### src/rtl/c2f_desc_arbiter_pkg.sv
// Shared types and constants for the descriptor arbiter feeding the read data mover.
package c2f_desc_arbiter_pkg;

    typedef enum logic {
        ARB  = 1'b0,
        LOCK = 1'b1
    } arb_state_t;

    localparam int C2F_DESC_W = 174;

    // Read-data-mover descriptor layout: src | dst | length | control
    localparam int DESC_SRC_OFF  = 0;
    localparam int DESC_SRC_W    = 64;
    localparam int DESC_DST_OFF  = 64;
    localparam int DESC_DST_W    = 64;
    localparam int DESC_LEN_OFF  = 128;
    localparam int DESC_LEN_W    = 24;
    localparam int DESC_CTRL_OFF = 152;
    localparam int DESC_CTRL_W   = 22;

    function automatic logic [DESC_LEN_W-1:0] desc_len(input logic [C2F_DESC_W-1:0] d);
        return d[DESC_LEN_OFF +: DESC_LEN_W];
    endfunction

endpackage

### src/rtl/c2f_desc_arbiter_rr_arbiter.sv
// Combinational round-robin select: first set request after the pointer wins.
module rr_arbiter #(
    parameter int NUM_REQ = 4,
    parameter int IDX_W   = $clog2(NUM_REQ)
) (
    input  logic [NUM_REQ-1:0] i_req,
    input  logic [IDX_W-1:0]   i_ptr,
    output logic [NUM_REQ-1:0] o_grant,
    output logic [IDX_W-1:0]   o_idx,
    output logic               o_any
);

    logic [IDX_W-1:0] w_cand;

    always_comb begin
        o_grant = '0;
        o_idx   = '0;
        o_any   = 1'b0;
        w_cand  = '0;
        for (int k = 1; k <= NUM_REQ; k++) begin
            w_cand = IDX_W'((int'(i_ptr) + k) % NUM_REQ);
            if (!o_any && i_req[w_cand]) begin
                o_any           = 1'b1;
                o_grant[w_cand] = 1'b1;
                o_idx           = w_cand;
            end
        end
    end

endmodule

### src/rtl/c2f_desc_arbiter.sv
// Round-robin descriptor arbiter with burst lock and a single output register.
// Optional per-requester accept counters are built when C2F_ARB_STATS_EN is defined.
//
// state | meaning
// ARB   | round-robin among all valid requesters
// LOCK  | mid-burst; only the owner (= last_grant) may be accepted
module c2f_desc_arbiter
    import c2f_desc_arbiter_pkg::*;
#(
    parameter int NUM_REQ = 4,
    parameter int DESC_W  = C2F_DESC_W
) (
    input  logic                       clk,
    input  logic                       rst_n,
    input  logic [NUM_REQ-1:0]         req_valid,
    input  logic [NUM_REQ*DESC_W-1:0]  req_data,
    input  logic [NUM_REQ-1:0]         req_last,
    output logic [NUM_REQ-1:0]         req_ready,
    output logic                       rddm_desc_valid,
    output logic [DESC_W-1:0]          rddm_desc_data,
    input  logic                       rddm_desc_ready,
    output logic [$clog2(NUM_REQ)-1:0] grant_id,
    output logic [NUM_REQ*32-1:0]      stat_grant_cnt
);

    localparam int IDX_W = $clog2(NUM_REQ);

    arb_state_t          r_state;
    arb_state_t          w_state_nxt;
    logic [IDX_W-1:0]    r_last_grant;
    logic                r_out_valid;
    logic [IDX_W-1:0]    r_grant_id;
    logic [DESC_W-1:0]   r_out_data;

    logic                w_load_en;
    logic [NUM_REQ-1:0]  w_owner_mask;
    logic [NUM_REQ-1:0]  w_req_mask;
    logic [NUM_REQ-1:0]  w_grant;
    logic [IDX_W-1:0]    w_idx;
    logic                w_any;
    logic                w_accept;
    logic                w_acc_last;
    logic [DESC_W-1:0]   w_acc_data;

    // Holding reset in the load enable keeps req_ready low while rst_n is asserted.
    assign w_load_en    = rst_n && (!r_out_valid || rddm_desc_ready);
    assign w_owner_mask = NUM_REQ'(1) << r_last_grant;

    always_comb begin
        w_req_mask = req_valid;
        if (r_state == LOCK) begin
            w_req_mask = req_valid & w_owner_mask;
        end
    end

    rr_arbiter #(
        .NUM_REQ (NUM_REQ),
        .IDX_W   (IDX_W)
    ) u_rr_arbiter (
        .i_req   (w_req_mask),
        .i_ptr   (r_last_grant),
        .o_grant (w_grant),
        .o_idx   (w_idx),
        .o_any   (w_any)
    );

    assign req_ready  = w_load_en ? w_grant : '0;
    assign w_accept   = w_load_en && w_any;
    assign w_acc_last = req_last[w_idx];
    assign w_acc_data = req_data[w_idx*DESC_W +: DESC_W];

    always_ff @(posedge clk or negedge rst_n) begin
        if (!rst_n) begin
            r_state      <= ARB;
            r_last_grant <= IDX_W'(NUM_REQ - 1);
        end else begin
            r_state <= w_state_nxt;
            if (w_accept) begin
                r_last_grant <= w_idx;
            end
        end
    end

    always_comb begin
        w_state_nxt = r_state;
        case (r_state)
            ARB:     if (w_accept && !w_acc_last) w_state_nxt = LOCK;
            LOCK:    if (w_accept && w_acc_last)  w_state_nxt = ARB;
            default: w_state_nxt = ARB;
        endcase
    end

    always_ff @(posedge clk or negedge rst_n) begin
        if (!rst_n) begin
            r_out_valid <= 1'b0;
            r_grant_id  <= '0;
        end else if (w_load_en) begin
            r_out_valid <= w_accept;
            if (w_accept) begin
                r_grant_id <= w_idx;
            end
        end
    end

    // Payload register carries no reset; valid qualifies it.
    always_ff @(posedge clk) begin
        if (w_accept) begin
            r_out_data <= w_acc_data;
        end
    end

    assign rddm_desc_valid = r_out_valid;
    assign rddm_desc_data  = r_out_data;
    assign grant_id        = r_grant_id;

`ifdef C2F_ARB_STATS_EN
    for (genvar g = 0; g < NUM_REQ; g++) begin : g_stat
        logic [31:0] r_cnt;
        always_ff @(posedge clk or negedge rst_n) begin
            if (!rst_n) begin
                r_cnt <= '0;
            end else if (req_valid[g] && req_ready[g]) begin
                r_cnt <= r_cnt + 32'd1;
            end
        end
        assign stat_grant_cnt[g*32 +: 32] = r_cnt;
    end
`else
    assign stat_grant_cnt = '0;
`endif

endmodule

### config.mk
export PLATFORM = sky130hd
export DESIGN_NAME = c2f_desc_arbiter
export DESIGN_NICKNAME = d
export VERILOG_FILES = /design/src/rtl/c2f_desc_arbiter_pkg.sv /design/src/rtl/c2f_desc_arbiter_rr_arbiter.sv /design/src/rtl/c2f_desc_arbiter.sv
export SDC_FILE = /design/constraint.sdc
export NUM_CORES = 1
export LEC_CHECK = 0
export BUFFER_PORTS_ARGS = -buffer_cell sky130_fd_sc_hd__buf_2
export CORE_AREA = 5 5 387 389
export DETAILED_ROUTE_END_ITERATION = 16
export DIE_AREA = 0 0 392 394
export GPL_TIMING_DRIVEN = 0
export PLACE_DENSITY_LB_ADDON = 0.08
export RECOVER_POWER = 50
export SYNTH_ARGS = -nofsm -noshare
export SYNTH_HDL_FRONTEND = slang
export SYNTH_SLANG_ARGS = --single-unit
export TNS_END_PERCENT = 100
### constraint.sdc
create_clock -name clk -period 33.1 [get_ports clk]
set_input_delay 6.62 -clock clk [delete_from_list [all_inputs] [get_ports clk]]
set_output_delay 6.62 -clock clk [all_outputs]
set_load 0.02 [all_outputs]
# ---- Word-level counts from Yosys, hierarchy flattened
# Index checks and enable logic that the tools add are counted.
dict set report totals {
  regBits 180
  in_bits 707
  out_inout_bits 309
  word_cells 79
}
dict set report op_classes {
  mux 35
  n_bitwise 5
  order_cmp 9
  n_mul 1
  n_reduce_logical 18
  addsub 4
  n_shift 2
}
# cell count
set op_table {}
lappend op_table {{indexed part select 696 x 11 -> 174 bit} 1}
lappend op_table {{two-way mux 4 bit} 6}
lappend op_table {{< comparator 2 x 3 -> 1 bit, second input constant} 5}
lappend op_table {{two-way mux 1 bit} 15}
lappend op_table {{bitwise OR 4 bit} 3}
lappend op_table {{logical AND 1 bit} 11}
lappend op_table {{binary-select mux 1 bit (select 2 bit)} 5}
lappend op_table {{multiplier 2 x 7 -> 9 bit, second input constant} 1}
lappend op_table {{demux 1 bit (select 2 bit)} 4}
lappend op_table {{>= comparator 2 x 1 -> 1 bit, second input constant} 4}
lappend op_table {{two-way mux 2 bit} 4}
lappend op_table {{zero test 1 bit} 5}
lappend op_table {{adder 2 x 1 -> 2 bit, second input constant} 2}
lappend op_table {{adder 2 bit, second input constant} 2}
lappend op_table {{AND 4 bit} 1}
lappend op_table {{left shift 1 x 2 -> 4 bit, first input constant} 1}
lappend op_table {{one-hot mux 1 bit (2 select lines)} 1}
lappend op_table {{AND reduction 2 bit} 1}
lappend op_table {{logical OR 1 bit} 1}
lappend op_table {{NOT 1 bit} 1}

# ---- Logic depth before layout (Yosys ltp)
dict set report depth {
  word_depth 21
  ltp_mapped 13
  depth_no_buf 8
}

# ---- Cells and area by module
# From an unflattened synthesis, not the netlist that was laid out.
dict set report unflattened {
  hier_cells 633
  hier_area_um2 11373.4
}
# mod cells_each n_inst area_each_um2 seq_area_each_um2
set modules_own_cells {}
lappend modules_own_cells {c2f_desc_arbiter 547 1 10744.1 5377.7}
lappend modules_own_cells {rr_arbiter 86 1 629.4 0.0}

# ---- Worst setup path before layout
# Ideal clock, no wire load.
dict set report synth_path {
  path_type {input port to flip-flop}
  startpoint {input req_valid[3]}
  endpoint {register r_grant_id[1], in the netlist grant_id[1]}
  t_required_ns 32.990
  stages 5
  arrival_ns 16.926
  path_buffers 0
  setup_slack_ns 16.064
  setup_ns 0.110
  path_cell_list {mux2i_1 -> a21oi_1 -> nor2_1 -> a21oi_1 -> mux2_2}
}
dict set report synth_between {
  elab_chain_cells 16
  word_cells_on_any_way 26
  cone_classes {mux: 17; bitwise: 1; reduce/logical: 8}
}
# element line
set synth_lines {}
lappend synth_lines {{start, declared} c2f_desc_arbiter.sv:15} ;# input logic [NUM_REQ-1:0] req_valid,
lappend synth_lines {{AND 4 bit} c2f_desc_arbiter.sv:52} ;# w_req_mask = req_valid & w_owner_mask;
lappend synth_lines {{two-way mux 4 bit *} c2f_desc_arbiter.sv:51} ;# if (r_state == LOCK) begin
lappend synth_lines {{binary-select mux 1 bit (select 2 bit)} c2f_desc_arbiter_rr_arbiter.sv:22} ;# if (!o_any && i_req[w_cand]) begin
lappend synth_lines {{two-way mux 1 bit (not written as such)} c2f_desc_arbiter_rr_arbiter.sv:22}
lappend synth_lines {{two-way mux 1 bit} c2f_desc_arbiter_rr_arbiter.sv:22}
lappend synth_lines {{zero test 1 bit} c2f_desc_arbiter_rr_arbiter.sv:22}
lappend synth_lines {{logical AND 1 bit} c2f_desc_arbiter_rr_arbiter.sv:22}
lappend synth_lines {{two-way mux 1 bit} c2f_desc_arbiter_rr_arbiter.sv:22}
lappend synth_lines {{zero test 1 bit} c2f_desc_arbiter_rr_arbiter.sv:22}
lappend synth_lines {{logical AND 1 bit} c2f_desc_arbiter_rr_arbiter.sv:22}
lappend synth_lines {{two-way mux 1 bit} c2f_desc_arbiter_rr_arbiter.sv:22}
lappend synth_lines {{zero test 1 bit} c2f_desc_arbiter_rr_arbiter.sv:22}
lappend synth_lines {{logical AND 1 bit} c2f_desc_arbiter_rr_arbiter.sv:22}
lappend synth_lines {{two-way mux 1 bit *} c2f_desc_arbiter_rr_arbiter.sv:22}
lappend synth_lines {{logical AND 1 bit *} c2f_desc_arbiter.sv:68} ;# assign w_accept = w_load_en && w_any;
lappend synth_lines {{named net w_accept} c2f_desc_arbiter.sv:41} ;# logic w_accept;
lappend synth_lines {{AND reduction 2 bit (no source line) *} n/a}
lappend synth_lines {{end signal, assigned} c2f_desc_arbiter.sv:100} ;# r_grant_id <= w_idx;
lappend synth_lines {{end, declared} c2f_desc_arbiter.sv:32} ;# logic [IDX_W-1:0] r_grant_id;
# The timed path passes the listed nets; every way through them passes the cells marked *. The select of a mux whose other input is x is not followed.
# A chain may end at the register's enable or synchronous reset.

# ---- Final worst setup path
dict set report layout_path {
  startpoint {input req_valid[2]}
  endpoint {output req_ready[3]}
}
dict set report layout_between {
  elab_chain_cells 15
  word_cells_on_any_way 27
  cone_classes {mux: 17; bitwise: 4; reduce/logical: 6}
}
# element line
set layout_lines {}
lappend layout_lines {{AND 4 bit} c2f_desc_arbiter.sv:52}
lappend layout_lines {{two-way mux 4 bit *} c2f_desc_arbiter.sv:51}
lappend layout_lines {{binary-select mux 1 bit (select 2 bit)} c2f_desc_arbiter_rr_arbiter.sv:22}
lappend layout_lines {{two-way mux 1 bit (not written as such)} c2f_desc_arbiter_rr_arbiter.sv:22}
lappend layout_lines {{two-way mux 1 bit} c2f_desc_arbiter_rr_arbiter.sv:22}
lappend layout_lines {{zero test 1 bit} c2f_desc_arbiter_rr_arbiter.sv:22}
lappend layout_lines {{logical AND 1 bit} c2f_desc_arbiter_rr_arbiter.sv:22}
lappend layout_lines {{two-way mux 1 bit} c2f_desc_arbiter_rr_arbiter.sv:22}
lappend layout_lines {{zero test 1 bit} c2f_desc_arbiter_rr_arbiter.sv:22}
lappend layout_lines {{logical AND 1 bit} c2f_desc_arbiter_rr_arbiter.sv:22}
lappend layout_lines {{two-way mux 1 bit} c2f_desc_arbiter_rr_arbiter.sv:22}
lappend layout_lines {{zero test 1 bit} c2f_desc_arbiter_rr_arbiter.sv:22}
lappend layout_lines {{logical AND 1 bit} c2f_desc_arbiter_rr_arbiter.sv:22}
lappend layout_lines {{two-way mux 4 bit *} c2f_desc_arbiter_rr_arbiter.sv:22}
lappend layout_lines {{two-way mux 4 bit *} c2f_desc_arbiter.sv:67} ;# assign req_ready = w_load_en ? w_grant : '0;
lappend layout_lines {{end, declared} c2f_desc_arbiter.sv:18} ;# output logic [NUM_REQ-1:0] req_ready,
# Every way passes the cells marked *; elsewhere a longest branch is shown, timed or not. The select of a mux whose other input is x is not followed.

==> flow_summary.toml <==
[route]
via_count = 11900
drt-initial-drc-count = 425
drc = 0
ant_nets = 0
wl_um = 83000
routedWlPerCell_um = 20.9
dr.pass1.iters = 6
viasPerCell = 2.98

[sta]
slew_violations = 38
setup_violations = 0
slew_headroom_pct = -15.8
whs_ns = 0.507
timing.final.crit_period_ns = 15.11
hold_viol_final = 0
skew_ns = 0.0174
worst_slew_pin_slew_ns = 1.74
post-route-period-util_pct = 45.6
rsz0062_at_grt = "no"
max_freq_ghz = 0.0662
totalNegativeSetupSlack_ns = 0

[floorplan]
num_rows = 141
die_area_um2 = 154000
initial_core_util_pct = 8.63
die_width_um = 392
core-area_um2 = 146000
die_h_um = 394
ios = 1016

[place]
dp_hpwl_um = 72200
routabilityCongestion = 0.784
dp_cells = 3933
io_buffer_count = 887

[clocking]
path_clk_slew_ns = 0.07
cts-root-buf = "clkbuf_16"
ctsLongestPathBuffers = 2
hold_buffers = 0
clock_latency_ns = 0.53
cts.sinks = 180
cts_tree = "done"
ctsHtreeMaxLevel = 4
cts_made_buffers = 17
cts_resized = 0
cts_setup_buffers = 0

[synthesis]
synth_most_common_cell = "mux2i_1"
seq_area_frac_synth_pct = 42.5
syn_area_per_cell_um2 = 12.9
synth_async_sr_flop_share_pct = 3.33
yosys.area_share.simple_pct = 0.802
synth_top_area_share_pct = 42.1
synth-seq-cells = 180
synth_top_area_cell = "mux2i_1"
synth.top_cells.by_area = "mux2i_1, edfxtp_1, buf_4"
ys_warn_count = 0
synth_xor_area_share_pct = 0.139
syn-cell-area_um2 = 12600
synth_flop_cell = "edfxtp_1"
yosys.area_share.adder_pct = 0.792
synth_top_family_by_area = "multiplexers"
synth_edf_count = 174
ys_types = 37
synth_cells = 980
synth_compound_area_share_pct = 2.30
muxShareOfSynthArea_pct = 42.3
synth_commonest_cells = "mux2i_1, edfxtp_1, buf_4, buf_2, buf_6"

[global_route]
antenna_found_initial = 52
grt_pass1_wl_um = 106000
grt_max_degree = 24
overflow = 0
grt_pass1_vias = 13100
grt.total_usage_pct = 10.1

[finish]
finalCoreUtilization_pct = 14.0
area_delta_synth_final_pct = 61.9
stdcell_count = 3972
nets = 2737
drive_above_1_share_pct = 46.1

[pwr]
ir_drop_mv = 0.0293
p_sw_share_pct = 50.4
intPower_w = 0.00118
power.share.clock_pct = 9.5
power_frac_seq_pct = 21.2
power_density_nw_per_um2 = 116
power_switching_w = 0.00120
comb_power_share_pct = 69.3
p_leak_nw = 9.38

[critical_path]
start_kind = "input pin"
critPathRequiredTime_ns = 26.48
path_max_fanout = 10
crit_type = "in2out"
arrival_ns = 8.49
rr_worst_depth = 12
worst_setup_path_end_kind = "primary output"

[outcome]
status = "finished, violations left"
violations = "max-capacitance violations, max-slew violations"

[worst_hold_path]
holdCritPathClass = "reg2reg"
min_path_cells = 1

[flow_run]
maxCapViolCount = 3
[power by group through the flow]
stage	Combinational (W)	Clock [W]	Sequential (W)
4_1_cts	0.00177	0.000246	0.000501
6_report	0.00165	0.000226	0.000504
3_5_place_dp	0.00177	0	0.000506
2_1_floorplan	0.000935	0	0.000687
3_3_place_gp	0.00174	0	0.000561
5_1_grt	0.00178	0.000251	0.000516
[per-layer routing]
layer / share of wire [%] / track usage [%] / routed length [µm] / vias up
met1: 37 / 10.7 / 30900 / 5599
met5: 0.17 / 0 / 140 / -
met3: 8.0 / 3.62 / 6660 / 99
met4: 1.7 / 2.12 / 1370 / 20
met2: 53 / 19.2 / 43900 / 604
li1: - / - / - / 5534
[state kept, by name, summed over array words and instances, names as in the netlist, named ones only]
| register | count |
|---|---|
| rddm_desc_data | 174 |
| r_last_grant | 2 |
| grant_id | 2 |
| rddm_desc_valid | 1 |
[path summary, 6_finish.rpt]
check	from	to	slack, ns
setup / recovery	req_valid[2]	req_ready[3]	17.99
hold / removal	grant_id[1]	grant_id[1]	0.51
setup reg to reg	r_last_grant[0]	rddm_desc_data[76]	26.02
hold reg to reg	grant_id[1]	grant_id[1]	0.51
max in group asynchronous	rst_n	r_last_grant[1]	26.69
min in group asynchronous	rst_n	async pin	6.04
[stage by stage]
stage                     worst slack, ns  area [µm²]  total power (W)
after CTS                           17.87       20800          0.00252
final                               17.99       20500          0.00238
after global placement               7.72       20000          0.00230
after detailed placement            17.89       20200          0.00227
after global routing                17.82       20500          0.00255
after floorplan                     16.06       13100          0.00162
[kinds of logic (layout without fill, tap and decap cells)]
| logic type | count (synthesis) | count (layout) |
|---|---|---|
| mux | 534 | 534 |
| buf+inv | 193 | 1121 |
| flops | 180 | 180 |
| compound gates | 40 | 40 |
| simple gates | 22 | 22 |
| fa+ha+maj | 8 | 8 |
| xor+xnor | 2 | 2 |
| other cells | 1 | 135 |
[worst max-delay path, cell delays in order]
cell and delay, ns:
buf_2 0.11, mux2i_1 0.22, a21oi_1 0.14, nor2_1 0.60, o21a_1 0.29, a222oi_1 0.12, a21oi_1 0.17, buf_2 0.22
[placed cells by master, fill, tap and decap left out, types with 7 or more instances in the layout]
cell type	count
conb_1	128
edfxtp_1	174
buf_6	19
buf_4	129
diode_2	7
clkbuf_1	185
clkbuf_16	17
mux2i_1	532
ha_1	8
a21oi_1	13
nor2_1	7
buf_2	749
[final cells by class]
class                   count  area (µm²)
clock inverters            14         159
multi-input cells         734        6340
inverters                   4        15.0
clock buffers              18         429
repair buffers            896        4330
plain buffers             189        1390
diodes                      7        17.5
fillers                 16800      126000
flip-flops and latches    180        5380
well taps                1930        2410
No activity file was read; power rests on OpenSTA's default activity.
